**config.mk**
```make
export PLATFORM = sky130hd
export DESIGN_NAME = prog_counter_flat
export DESIGN_NICKNAME = d
export VERILOG_FILES = /design/src/rtl/prog_counter_if.sv /design/src/rtl/prog_counter.sv /design/src/flat_wrapper.sv
export SDC_FILE = /design/constraint.sdc
export NUM_CORES = 1
export LEC_CHECK = 0
export ABC_AREA = 1
export CAP_MARGIN = 10
export CORE_UTILIZATION = 50
export CTS_BUF_LIST = sky130_fd_sc_hd__clkbuf_8
export DETAILED_ROUTE_END_ITERATION = 7
export GPL_TIMING_DRIVEN = 0
export PLACE_DENSITY = 0.8
export SLEW_MARGIN = 40
export SYNTH_ARGS = -nofsm -noshare
export SYNTH_HDL_FRONTEND = slang
export SYNTH_SLANG_ARGS = --single-unit
```
**constraint.sdc**
```tcl
create_clock -name clk -period 3.5 [get_ports clk]
set_clock_uncertainty 0.15 [all_clocks]
set_input_delay 1.05 -clock clk [delete_from_list [all_inputs] [get_ports clk]]
set_output_delay 1.05 -clock clk [all_outputs]
set_load 0.03 [all_outputs]
```
**src/rtl/prog_counter_if.sv**
```systemverilog
// Control/status bundle for prog_counter; PROG_COUNTER_CAPTURE_EN adds the capture port pair.
interface prog_counter_if #(
  parameter int WIDTH      = 8,
  parameter int PRESCALE_W = 4
);
  logic                  en;
  logic                  up_down;
  logic                  mode;
  logic                  start;
  logic                  load;
  logic [WIDTH-1:0]      load_value;
  logic [WIDTH-1:0]      limit;
  logic [PRESCALE_W-1:0] prescale;
  logic [WIDTH-1:0]      count_out;
  logic                  tc;
  logic                  busy;
  logic                  done;
`ifdef PROG_COUNTER_CAPTURE_EN
  logic                  capture;
  logic [WIDTH-1:0]      capture_value;

  modport master (
    output en, up_down, mode, start, load, load_value, limit, prescale, capture,
    input  count_out, tc, busy, done, capture_value
  );
  modport slave (
    input  en, up_down, mode, start, load, load_value, limit, prescale, capture,
    output count_out, tc, busy, done, capture_value
  );
`else
  modport master (
    output en, up_down, mode, start, load, load_value, limit, prescale,
    input  count_out, tc, busy, done
  );
  modport slave (
    input  en, up_down, mode, start, load, load_value, limit, prescale,
    output count_out, tc, busy, done
  );
`endif
endinterface

```
**src/rtl/prog_counter.sv**
```systemverilog
// Up/down modulo counter with prescaler, parallel load and IDLE/RUN/DONE run control.
// Optional input capture register enabled by PROG_COUNTER_CAPTURE_EN.
module prog_counter #(
  parameter int WIDTH      = 8,
  parameter int PRESCALE_W = 4
) (
  input  logic          clk,
  input  logic          rst,
  prog_counter_if.slave bus
);
  typedef enum logic [1:0] {IDLE, RUN, DONE} state_e;

  state_e                state_q, state_d;
  logic [WIDTH-1:0]      cnt_q, cnt_d, cnt_step;
  logic [PRESCALE_W-1:0] psc_q, psc_d;
  logic                  tc_q, tc_d;
  logic                  busy_q, done_q;
  logic                  run, tick, wrap;

  // Prescaler and counter only advance while running and enabled.
  assign run  = (state_q == RUN) && bus.en;
  assign tick = run && (psc_q == bus.prescale);

  always_comb begin
    if (bus.up_down) begin
      wrap     = (cnt_q >= bus.limit);
      cnt_step = wrap ? '0 : cnt_q + WIDTH'(1);
    end else begin
      wrap     = (cnt_q == '0);
      cnt_step = wrap ? bus.limit : cnt_q - WIDTH'(1);
    end
  end

  always_comb begin
    cnt_d = cnt_q;
    psc_d = psc_q;
    tc_d  = 1'b0;
    if (bus.load) begin
      cnt_d = (bus.load_value > bus.limit) ? bus.limit : bus.load_value;
      psc_d = '0;
    end else if (tick) begin
      cnt_d = cnt_step;
      psc_d = '0;
      tc_d  = wrap;
    end else if (run) begin
      psc_d = psc_q + PRESCALE_W'(1);
    end
  end

  // A load edge freezes the FSM; start in RUN is deliberately ignored.
  always_comb begin
    state_d = state_q;
    if (!bus.load) begin
      unique case (state_q)
        IDLE: if ((!bus.mode && bus.en) || (bus.mode && bus.start)) state_d = RUN;
        RUN: begin
          if (!bus.mode && !bus.en)           state_d = IDLE;
          else if (bus.mode && tick && wrap)  state_d = DONE;
        end
        DONE: begin
          if (bus.start)      state_d = RUN;
          else if (!bus.mode) state_d = IDLE;
        end
        default: state_d = IDLE;
      endcase
    end
  end

  always_ff @(posedge clk) begin
    if (rst) begin
      state_q <= IDLE;
      cnt_q   <= '0;
      psc_q   <= '0;
      tc_q    <= 1'b0;
      busy_q  <= 1'b0;
      done_q  <= 1'b0;
    end else begin
      state_q <= state_d;
      cnt_q   <= cnt_d;
      psc_q   <= psc_d;
      tc_q    <= tc_d;
      busy_q  <= (state_d == RUN);
      done_q  <= (state_d == DONE);
    end
  end

  assign bus.count_out = cnt_q;
  assign bus.tc        = tc_q;
  assign bus.busy      = busy_q;
  assign bus.done      = done_q;

`ifdef PROG_COUNTER_CAPTURE_EN
  logic [WIDTH-1:0] cap_q;

  // Samples the registered count, so a coincident load is not seen.
  always_ff @(posedge clk) begin
    if (rst)              cap_q <= '0;
    else if (bus.capture) cap_q <= cnt_q;
  end

  assign bus.capture_value = cap_q;
`endif
endmodule
```
**src/flat_wrapper.sv**
```systemverilog
// flat-port wrapper written by rule: the top's interface ports become plain ports
module prog_counter_flat 
#(
  parameter int WIDTH      = 8,
  parameter int PRESCALE_W = 4
)
  (clk, rst, bus_en, bus_up_down, bus_mode, bus_start, bus_load, bus_load_value, bus_limit, bus_prescale, bus_count_out, bus_tc, bus_busy, bus_done);
  prog_counter_if #(.WIDTH(WIDTH), .PRESCALE_W(PRESCALE_W)) bus_i ();
  input  logic clk;
  input  logic rst;
  input wire logic [$bits(bus_i.en)-1:0] bus_en;
  input wire logic [$bits(bus_i.up_down)-1:0] bus_up_down;
  input wire logic [$bits(bus_i.mode)-1:0] bus_mode;
  input wire logic [$bits(bus_i.start)-1:0] bus_start;
  input wire logic [$bits(bus_i.load)-1:0] bus_load;
  input wire logic [$bits(bus_i.load_value)-1:0] bus_load_value;
  input wire logic [$bits(bus_i.limit)-1:0] bus_limit;
  input wire logic [$bits(bus_i.prescale)-1:0] bus_prescale;
  output wire logic [$bits(bus_i.count_out)-1:0] bus_count_out;
  output wire logic [$bits(bus_i.tc)-1:0] bus_tc;
  output wire logic [$bits(bus_i.busy)-1:0] bus_busy;
  output wire logic [$bits(bus_i.done)-1:0] bus_done;
  assign bus_i.en = bus_en;
  assign bus_i.up_down = bus_up_down;
  assign bus_i.mode = bus_mode;
  assign bus_i.start = bus_start;
  assign bus_i.load = bus_load;
  assign bus_i.load_value = bus_load_value;
  assign bus_i.limit = bus_limit;
  assign bus_i.prescale = bus_prescale;
  assign bus_count_out = bus_i.count_out;
  assign bus_tc = bus_i.tc;
  assign bus_busy = bus_i.busy;
  assign bus_done = bus_i.done;
  prog_counter #(.WIDTH(WIDTH), .PRESCALE_W(PRESCALE_W)) u_core (.clk(clk), .rst(rst), .bus(bus_i));
endmodule
```
After elaboration in Yosys (flattened, before gate mapping)
Cells that the tools add are included.
{ "word_totals": {"inputBits": 27, "out_inout_bits": 11, "reg_bits": 17, "word_cells": 46} }
{ "op_classes": {"bitwise_logic": 1, "n_addsub": 3, "n_mux": 14, "order_cmp": 2, "reduce_logical": 15, "n_eq_ne": 5} }
{ "ops": {"columns": ["operator", "n"], "rows": [
  ["two-way mux 8 bit", 6],
  ["two-way mux 2 bit", 6],
  ["adder 8 x 1 -> 8 bit, second input constant", 1],
  [">= comparator 8 bit", 1],
  ["> comparator 8 bit", 1],
  ["logical NOT 8 bit", 1],
  ["subtractor 8 x 1 -> 8 bit, second input constant", 1],
  ["logical AND 1 bit", 7],
  ["case mux 2 bit (3 select lines)", 1],
  ["OR reduction 3 bit", 2],
  ["adder 4 x 1 -> 4 bit, second input constant", 1],
  ["== test 2 x 1 -> 1 bit, second input constant", 2],
  ["== test 2 bit, second input constant", 2],
  ["== test 4 bit", 1],
  ["logical NOT 1 bit", 2],
  ["logical NOT 2 bit", 1],
  ["nonzero test 2 bit", 1],
  ["logical OR 1 bit", 1],
  ["two-way mux 1 bit", 1],
  ["inverter 1 bit", 1]
]} }

Longest topological paths before layout
Gate-level depths: netlist (run 1).
{ "depth": {"word_depth": 10, "ltp_mapped": 16, "depth_no_buf": 16} }

Least setup slack after synthesis (run 1)
No wires, ideal clock.
{ "synth_path": {"path_type": "in2reg", "startpoint": "input bus_limit[1]", "endpoint": "register u_core.cnt_q[4] (netlist: u_core.bus.count_out[4])", "setup_time_ns": 0.111, "required_time_ns": 3.239, "path_stages": 14, "arrival_time_ns": 2.195, "path_buffers": 1, "path_slack_ns": 1.044, "cell_sequence": "inv_1 > ha_1 > inv_1 > nor2_1 > nor2_1 > o21ai_0 > nand2_1 > nand3_1 > buf_4 > nand3_1 > nand2_1 > nor2_1 > nor2_1 > nor2_1"} }
{ "synth_via": {"elab_chain_len": 5, "elab_cells_between_ends": 7} }
{ "synth_rtl": {"columns": ["item", "line", "rtl"], "rows": [
  ["from (decl)", "flat_wrapper.sv:17", "input wire logic [$bits(bus_i.limit)-1:0] bus_limit;"],
  [">= comparator 8 bit", "prog_counter.sv:26", "wrap = (cnt_q >= bus.limit);"],
  ["two-way mux 8 bit", "prog_counter.sv:27", "cnt_step = wrap ? '0 : cnt_q + WIDTH'(1);"],
  ["two-way mux 8 bit", "prog_counter.sv:25", "if (bus.up_down) begin"],
  ["two-way mux 8 bit", "prog_counter.sv:41", "end else if (tick) begin"],
  ["two-way mux 8 bit (*)", "prog_counter.sv:38", "if (bus.load) begin"],
  ["to (signal assigned)", "prog_counter.sv:79", "cnt_q <= cnt_d;"],
  ["to (decl)", "prog_counter.sv:14", "logic [WIDTH-1:0] cnt_q, cnt_d, cnt_step;"]
]} }
Every way passes the cells marked *; elsewhere a longest branch is shown, timed or not. The select of a mux whose other input is x is not followed.
A chain may end at the register's enable or synchronous reset.

Worst setup path after layout (run 1)
{ "layout_path": {"startpoint": "input bus_limit[7]", "endpoint": "register u_core.cnt_q[0] (netlist: u_core.bus.count_out[0])"} }
The elaborated chain is that of the path after synthesis.

==> results of run 1 <==
==> where the power goes <==
part           switching (W)  internal [W]  total (W)  leakage [nW]
clock              0.0000666     0.0000779   0.000145        0.0269
sequential         0.0000164      0.000203   0.000220         0.139
combinational       0.000152      0.000109   0.000262         0.946
==> logic make-up (layout without fill, tap and decap cells) <==
| group | count (synthesis) | after routing |
|---|---|---|
| xor gates and xnor gates | 6 | 6 |
| adders and majority gates | 19 | 19 |
| AOI/OAI and AO/OA | 36 | 36 |
| and+or+nand+nor | 171 | 171 |
| buffers and inverters | 51 | 92 |
| DFF | 17 | 17 |
==> routing by layer <==
metal	share of wire (%)	wire [um]
met1	50	2186
met2	44	1921
met3	5.0	218
met4	1.3	55
met5	0	0
==> area by class of cell <==
cell class	count	area share [%]
Timing Repair Buffer	37	16.19
Tap cell	46	2.516
Clock buffer	3	1.805
Inverter	48	7.877
Clock inverter	1	0.1641
Buffer	3	0.6565
Multi-Input combinational cell	232	55.91
Sequential cell	17	14.88
==> synth_stat cells (2+ instances only) <==
| library cell | instances | area share [%] |
|---|---|---|
| a21oi_1 | 14 | 3.9 |
| o21ai_0 | 15 | 4.1 |
| nand3_1 | 27 | 7.4 |
| o211ai_1 | 3 | 1.2 |
| nand3_4 | 3 | 2.9 |
| nand2_1 | 88 | 18 |
| dfxtp_1 | 17 | 19 |
| xnor2_1 | 3 | 1.4 |
| nor2_2 | 3 | 1.0 |
| xor2_1 | 3 | 1.4 |
| ha_1 | 19 | 13 |
| clkbuf_1 | 2 | 0.41 |
| nor2_1 | 31 | 6.4 |
| inv_1 | 43 | 8.9 |
| nand2_2 | 4 | 1.4 |
| o21ai_1 | 3 | 0.83 |
| nor2_4 | 4 | 2.5 |
| nor3_1 | 2 | 0.55 |
| inv_2 | 5 | 1.0 |
| nand4_1 | 4 | 1.4 |
==> critical path: stages <==
cell and delay (ns):
clkdlybuf4s50_1 0.48, inv_1 0.08, ha_1 0.30, nand2_1 0.10, nor2_1 0.07, nand3_1 0.09, clkbuf_1 0.35, nand3_1 0.13
a21oi_1 0.20, nor2_1 0.06, nor2_1 0.08
==> stage by stage <==
step | power, W | area (sq um) | std cells
3_5_place_dp | 0.0004824 | 2242 | 383
6_report | 0.0006259 | 2287 | 387
5_1_grt | 0.0006684 | 2287 | 387
3_3_place_gp | 0.0004781 | 2242 | 383
4_1_cts | 0.0006273 | 2287 | 387
2_1_floorplan | 0.0003943 | 1814 | 300
==> flip-flops by register name (all words and copies together) (netlist names) <==
| name | flops |
|---|---|
| u_core.bus.busy | 1 |
| u_core.bus.count_out | 8 |
| u_core.bus.done | 1 |
| u_core.bus.tc | 1 |
| u_core.psc_q | 4 |
| u_core.state_q | 2 |
==> worst max-delay path by stage <==
stage                      start                       to  slack [ns]  depth (start not counted)
floorplan           bus_limit[1]  u_core.bus.count_out[4]        1.04                         14
global placement    bus_limit[7]  u_core.bus.count_out[0]        0.34                         11
detailed placement  bus_limit[7]  u_core.bus.count_out[0]        0.31                         11
CTS                 bus_limit[7]  u_core.bus.count_out[0]        0.57                         11
global route        bus_limit[1]  u_core.bus.count_out[0]        0.36                         14
finish              bus_limit[7]  u_core.bus.count_out[0]        0.55                         11
==> results.py, run 1 <==
metrics = {
    "placement": {
        "globalplace.congestion": 0.8609,
        "numPortBuffers": 37,
        "dp_hpwl_um": 3484,
        "dp_slack_ns": 0.3054,
    },
    "floorplan": {
        "num_rows": 21,
        "initial_core_util_pct": 53.11,
        "die_h_um": 62.24,
        "core-area_sq_um": 3416,
        "io_pins": 38,
        "die_x_um": 62.24,
        "die-area_sq_um": 3873,
    },
    "yosys": {
        "synth_edf_count": 0,
        "yosysUniqueCellTypes": 27,
        "async_reset_ff_share_pct": 0,
        "ys_warn_count": 0,
        "ys.flop_type": "dfxtp_1",
        "synthXorXnorAreaFrac_pct": 2.897,
        "syn_nets": 346,
        "muxShareOfSynthArea_pct": 0,
        "synth_area_sq_um": 1814,
        "syn_avg_cell_area_sq_um": 6.047,
        "synth_top_family_by_area": "simple AND/OR/NAND/NOR gates",
        "synthCells": 300,
        "synthAdderAreaFrac_pct": 13.10,
        "ys_seq_area_share_pct": 18.76,
        "ys_seq_elements": 17,
        "synth_compound_area_share_pct": 10.41,
        "synth-simple-area-share_pct": 44.07,
    },
    "job": {
        "max_cap_violations": 0,
    },
    "worst_setup_path": {
        "r2r-start": "u_core.bus.count_out[0]",
        "start_kind": "input pin",
        "reg2reg_to": "u_core.bus.count_out[0]",
        "worstSetupPathType": "input pin to flop",
        "cp_max_fo": 10,
        "reg2regPathDepth": 13,
        "ff2ff_setup_slack_ns": 1.46,
        "worstPathArrival_ns": 2.99,
        "cp-end-kind": "flop",
        "worstPathRequired_ns": 3.54,
    },
    "routing": {
        "routedWlPerCell_um": 11.32,
        "vias": 1947,
        "drtPass1Iterations": 5,
        "antenna_left": 0,
        "wirelength_um": 4381,
        "drcViolationCount": 0,
        "post_drt_via_cell_ratio": 5.031,
        "first_iter_violations": 170,
    },
    "clock_network": {
        "clockBufferDepth": 2,
        "cts_resized": 0,
        "ctsHoldBuffers": 0,
        "cts.sinks": 17,
        "post-cts-setup-buffers": 0,
        "cts.htree.levels": 1,
        "clk_latency_ns": 0.25,
        "clock-root-buffer": "clkbuf_8",
        "clkTransAtPathRegs_ns": 0.06,
        "cts_buffers": 3,
        "cts_tree": "built",
    },
    "sta": {
        "tns_ns": 0,
        "fin_hold_ws_ns": 0.3786,
        "fin_crit_ns": 2.949,
        "rsz0062_at_grt": "no",
        "period_share_pct": 84.26,
        "maxSlewHeadroom_pct": 67.16,
        "drv_slew": 0,
        "final.setup.worst_slack_ns": 0.5509,
        "max_clock_freq_mhz": 339.1,
        "hold_violations": 0,
        "tightest_slew_ns": 0.4927,
        "finalSetupViolCount": 0,
    },
    "cells_and_area": {
        "diodes": 0,
        "syn2layout_area_growth_pct": 26.07,
        "layout_commonest_cell": "nand2_1",
        "multi_input_area_sq_um": 1279,
        "fin_nets": 388,
        "nFillCells": 330,
        "drive_gt1_share_pct": 7.625,
        "seqCellArea_sq_um": 340.3,
        "final_util_pct": 66.96,
        "layout_common_cells": "nand2_1, inv_1, clkdlybuf4s50_1",
    },
    "global_route": {
        "grt_first_pass_wirelength_um": 7562,
        "use_met2_pct": 37.36,
        "grt_use_met1_pct": 33.33,
        "grt_pass1_vias": 1746,
        "grt_max_degree": 11,
        "top_usage_layer": "met2",
        "antenna_found_initial": 0,
        "grt_overflow": 0,
        "grtUsageTotal_pct": 23.59,
        "grt_use_met3_pct": 4.044,
    },
    "hold_path": {
        "holdPathEnd": "u_core.psc_q[1]",
        "hp-class": "flop to flop",
        "whs_path_depth": 2,
        "hold_path.startpoint": "u_core.psc_q[1]",
    },
    "status": {
        "status": "finished, final reports clean",
    },
    "power_and_ir_drop": {
        "power_density_nw_per_um2": 273.7,
        "ir_worst_vdd_uv": 206.6,
        "p_leak_nw": 1.112,
    },
}
(Power assumes the default switching activity.)
==> run 2: changes to the inputs <==
==> constraint.sdc (replaced) <==
create_clock -name clk -period 2.85 [get_ports clk]
set_clock_uncertainty 0.15 [all_clocks]
set_input_delay 0.855 -clock clk [delete_from_list [all_inputs] [get_ports clk]]
set_output_delay 0.855 -clock clk [all_outputs]
set_load 0.03 [all_outputs]
==> run 2 against run 1 <==
Net effect: sequential cell count unchanged; first-iteration DRC count up 16%; hold slack about the same; die area unchanged; design area up 1.3%; power up 24%; sequential power up 23%; via count up 1.2%; critical path type unchanged; largest cell class unchanged; highest routed layer unchanged.
==> results.py, run 2 (synthesis results as in run 1) <==
metrics = {
    "status": {
        "status": "finished, final reports clean",
    },
    "sta": {
        "max_clock_freq_mhz": 366.2,
        "tightest_slew_ns": 0.4988,
        "hold_violations": 0,
        "period_share_pct": 95.81,
        "fin_crit_ns": 2.731,
        "drv_slew": 0,
        "rsz0062_at_grt": "no",
        "finalSetupViolCount": 0,
        "tns_ns": 0,
        "maxSlewHeadroom_pct": 66.75,
    },
    "routing": {
        "drcViolationCount": 0,
        "first_iter_violations": 197,
        "vias": 1971,
        "routedWlPerCell_um": 11.46,
        "drtPass1Iterations": 4,
        "antenna_left": 0,
        "post_drt_via_cell_ratio": 5.080,
        "wirelength_um": 4446,
    },
    "floorplan": {
        "num_rows": 21,
        "io_pins": 38,
        "die_x_um": 62.24,
        "core-area_sq_um": 3416,
        "die_h_um": 62.24,
        "initial_core_util_pct": 53.11,
        "die-area_sq_um": 3873,
    },
    "cells_and_area": {
        "layout_commonest_cell": "nand2_1",
        "drive_gt1_share_pct": 9.649,
        "diodes": 0,
        "final_cell_area_sq_um": 2316,
        "fin_nets": 389,
        "nFillCells": 334,
        "seqCellArea_sq_um": 340.3,
        "final_util_pct": 67.80,
        "final_cell_count_no_fill": 388,
        "syn2layout_area_growth_pct": 27.66,
        "largest_reg_flops": 8,
        "layout_common_cells": "nand2_1, inv_1, clkdlybuf4s50_1",
        "multi_input_area_sq_um": 1295,
    },
    "placement": {
        "numPortBuffers": 37,
        "dp_hpwl_um": 3484,
        "dp.cells": 383,
        "globalplace.congestion": 0.8609,
        "dpl-instance-area_sq_um": 2242,
    },
    "worst_setup_path": {
        "cp_max_fo": 5,
        "worstPathRequired_ns": 2.89,
        "ff2ff_setup_slack_ns": 0.83,
        "reg2reg_to": "u_core.bus.count_out[0]",
        "cp-end-kind": "flop",
        "worstPathArrival_ns": 2.77,
        "slowest_stage": "clkdlybuf4s50_1",
        "cpLargestDelayFamily": "simple AND/OR/NAND/NOR gates",
        "worstSetupPathType": "input pin to flop",
        "reg2regPathDepth": 11,
        "slowest_delay_ns": 0.49,
        "critPathBufInv": 3,
        "r2r-start": "u_core.bus.count_out[0]",
        "path_common_cell": "nor2_1",
        "start_kind": "input pin",
        "crit_chain": "clkdlybuf4s50_1 > inv_1 > ha_1 > a21oi_1 > nor2_1 > nor2_1 > nand3_2 > buf_6 > nand3_1 > nand2_1 > nor2_1 > nor2_1 > nor2_1",
        "cp-startpoint": "bus_limit[5]",
    },
    "hold_path": {
        "hp-class": "flop to flop",
        "whs_path_depth": 2,
        "hold_path.startpoint": "u_core.psc_q[1]",
        "holdPathEnd": "u_core.psc_q[1]",
    },
    "global_route": {
        "grt_overflow": 0,
        "antenna_found_initial": 0,
        "grt_max_degree": 11,
        "grt_pass1_vias": 1746,
        "grt_first_pass_wirelength_um": 7562,
        "grtUsageTotal_pct": 23.59,
    },
    "clock_network": {
        "clk_latency_ns": 0.25,
        "clkTransAtPathRegs_ns": 0.06,
        "cts.sinks": 17,
        "cts_buffers": 3,
        "cts_tree": "built",
        "post-cts-setup-buffers": 0,
        "ctsHoldBuffers": 0,
        "clockBufferDepth": 2,
        "cts.htree.levels": 1,
        "clock-root-buffer": "clkbuf_8",
    },
    "power_and_ir_drop": {
        "total_power_w": 0.0007772,
        "power_density_nw_per_um2": 335.6,
        "ir_worst_vdd_uv": 250.7,
        "p_leak_nw": 1.124,
    },
    "job": {
        "max_cap_violations": 0,
    },
}
run 2: cell types whose count changed in the layout (fill, tap and decap cells not counted):
cell	previous run	this run
clkbuf_1	2	1
nand3_1	27	26
a21oi_1	14	13
nand3_2	1	2
nand2_2	4	6
nor2_2	3	4
nor2_1	31	30
buf_2	0	1
o21ai_1	3	4
a21oi_2	0	1
o21ai_0	15	14
nand2_1	88	86
buf_6	0	1
run 2: worst min-delay path: stages (launching register included):
cell,delay [ns]
dfxtp_1,0.35
nand2_1,0.08
a21oi_1,0.05
run 2: layout make-up:
cell class / count / share of cell area (%)
multi-input combinational: 232 / 55.92
timing repair buffer: 38 / 16.32
sequential: 17 / 14.69
inverter: 48 / 7.780
tap: 46 / 2.485
clock buffer: 3 / 1.783
buffer: 3 / 0.8644
clock inverter: 1 / 0.1621
run 2: stage by stage:
stage | setup WS, ns | hold slack, ns
floorplan | 0.5887 | 0.3327
finish | 0.1193 | 0.3786
detailed placement | -0.1496 | 0.3671
CTS | 0.1112 | 0.3762
global route | 0.0004534 | 0.3978
global placement | -0.1140 | 0.3604
run 2: how the worst max path moves through the flow:
| stage | end | slack, ns | cells past startpoint |
|---|---|---|---|
| floorplan | u_core.bus.count_out[4] | 0.59 | 14 |
| global placement | u_core.bus.count_out[0] | -0.11 | 11 |
| detailed placement | u_core.bus.count_out[0] | -0.15 | 11 |
| CTS | u_core.bus.count_out[0] | 0.11 | 11 |
| global route | u_core.bus.count_out[6] | 0.0005 | 12 |
| finish | u_core.bus.count_out[4] | 0.12 | 13 |
run 2: what timing repair did:
item / CTS / global route
resized for setup: 0 / 11
setup endpoints to repair: 0 / 7
hold endpoints to repair: 0 / 0
run 2: metal layers:
metal	track usage, %	wire [um]	vias up
li1	-	-	1049
met1	33.33	2176	863
met2	37.36	1983	53
met3	4.044	231	6
met4	4.942	55	0
met5	0	0	-
run 2: power breakdown:
group / switching [W] / leakage [nW] / total [W] / internal, W
clock: 0.0000801 / 0.0269 / 0.000176 / 0.0000956
sequential: 0.0000204 / 0.139 / 0.000270 / 0.000250
combinational: 0.000192 / 0.958 / 0.000332 / 0.000139
total: 0.000293 / 1.12 / 0.000777 / 0.000485
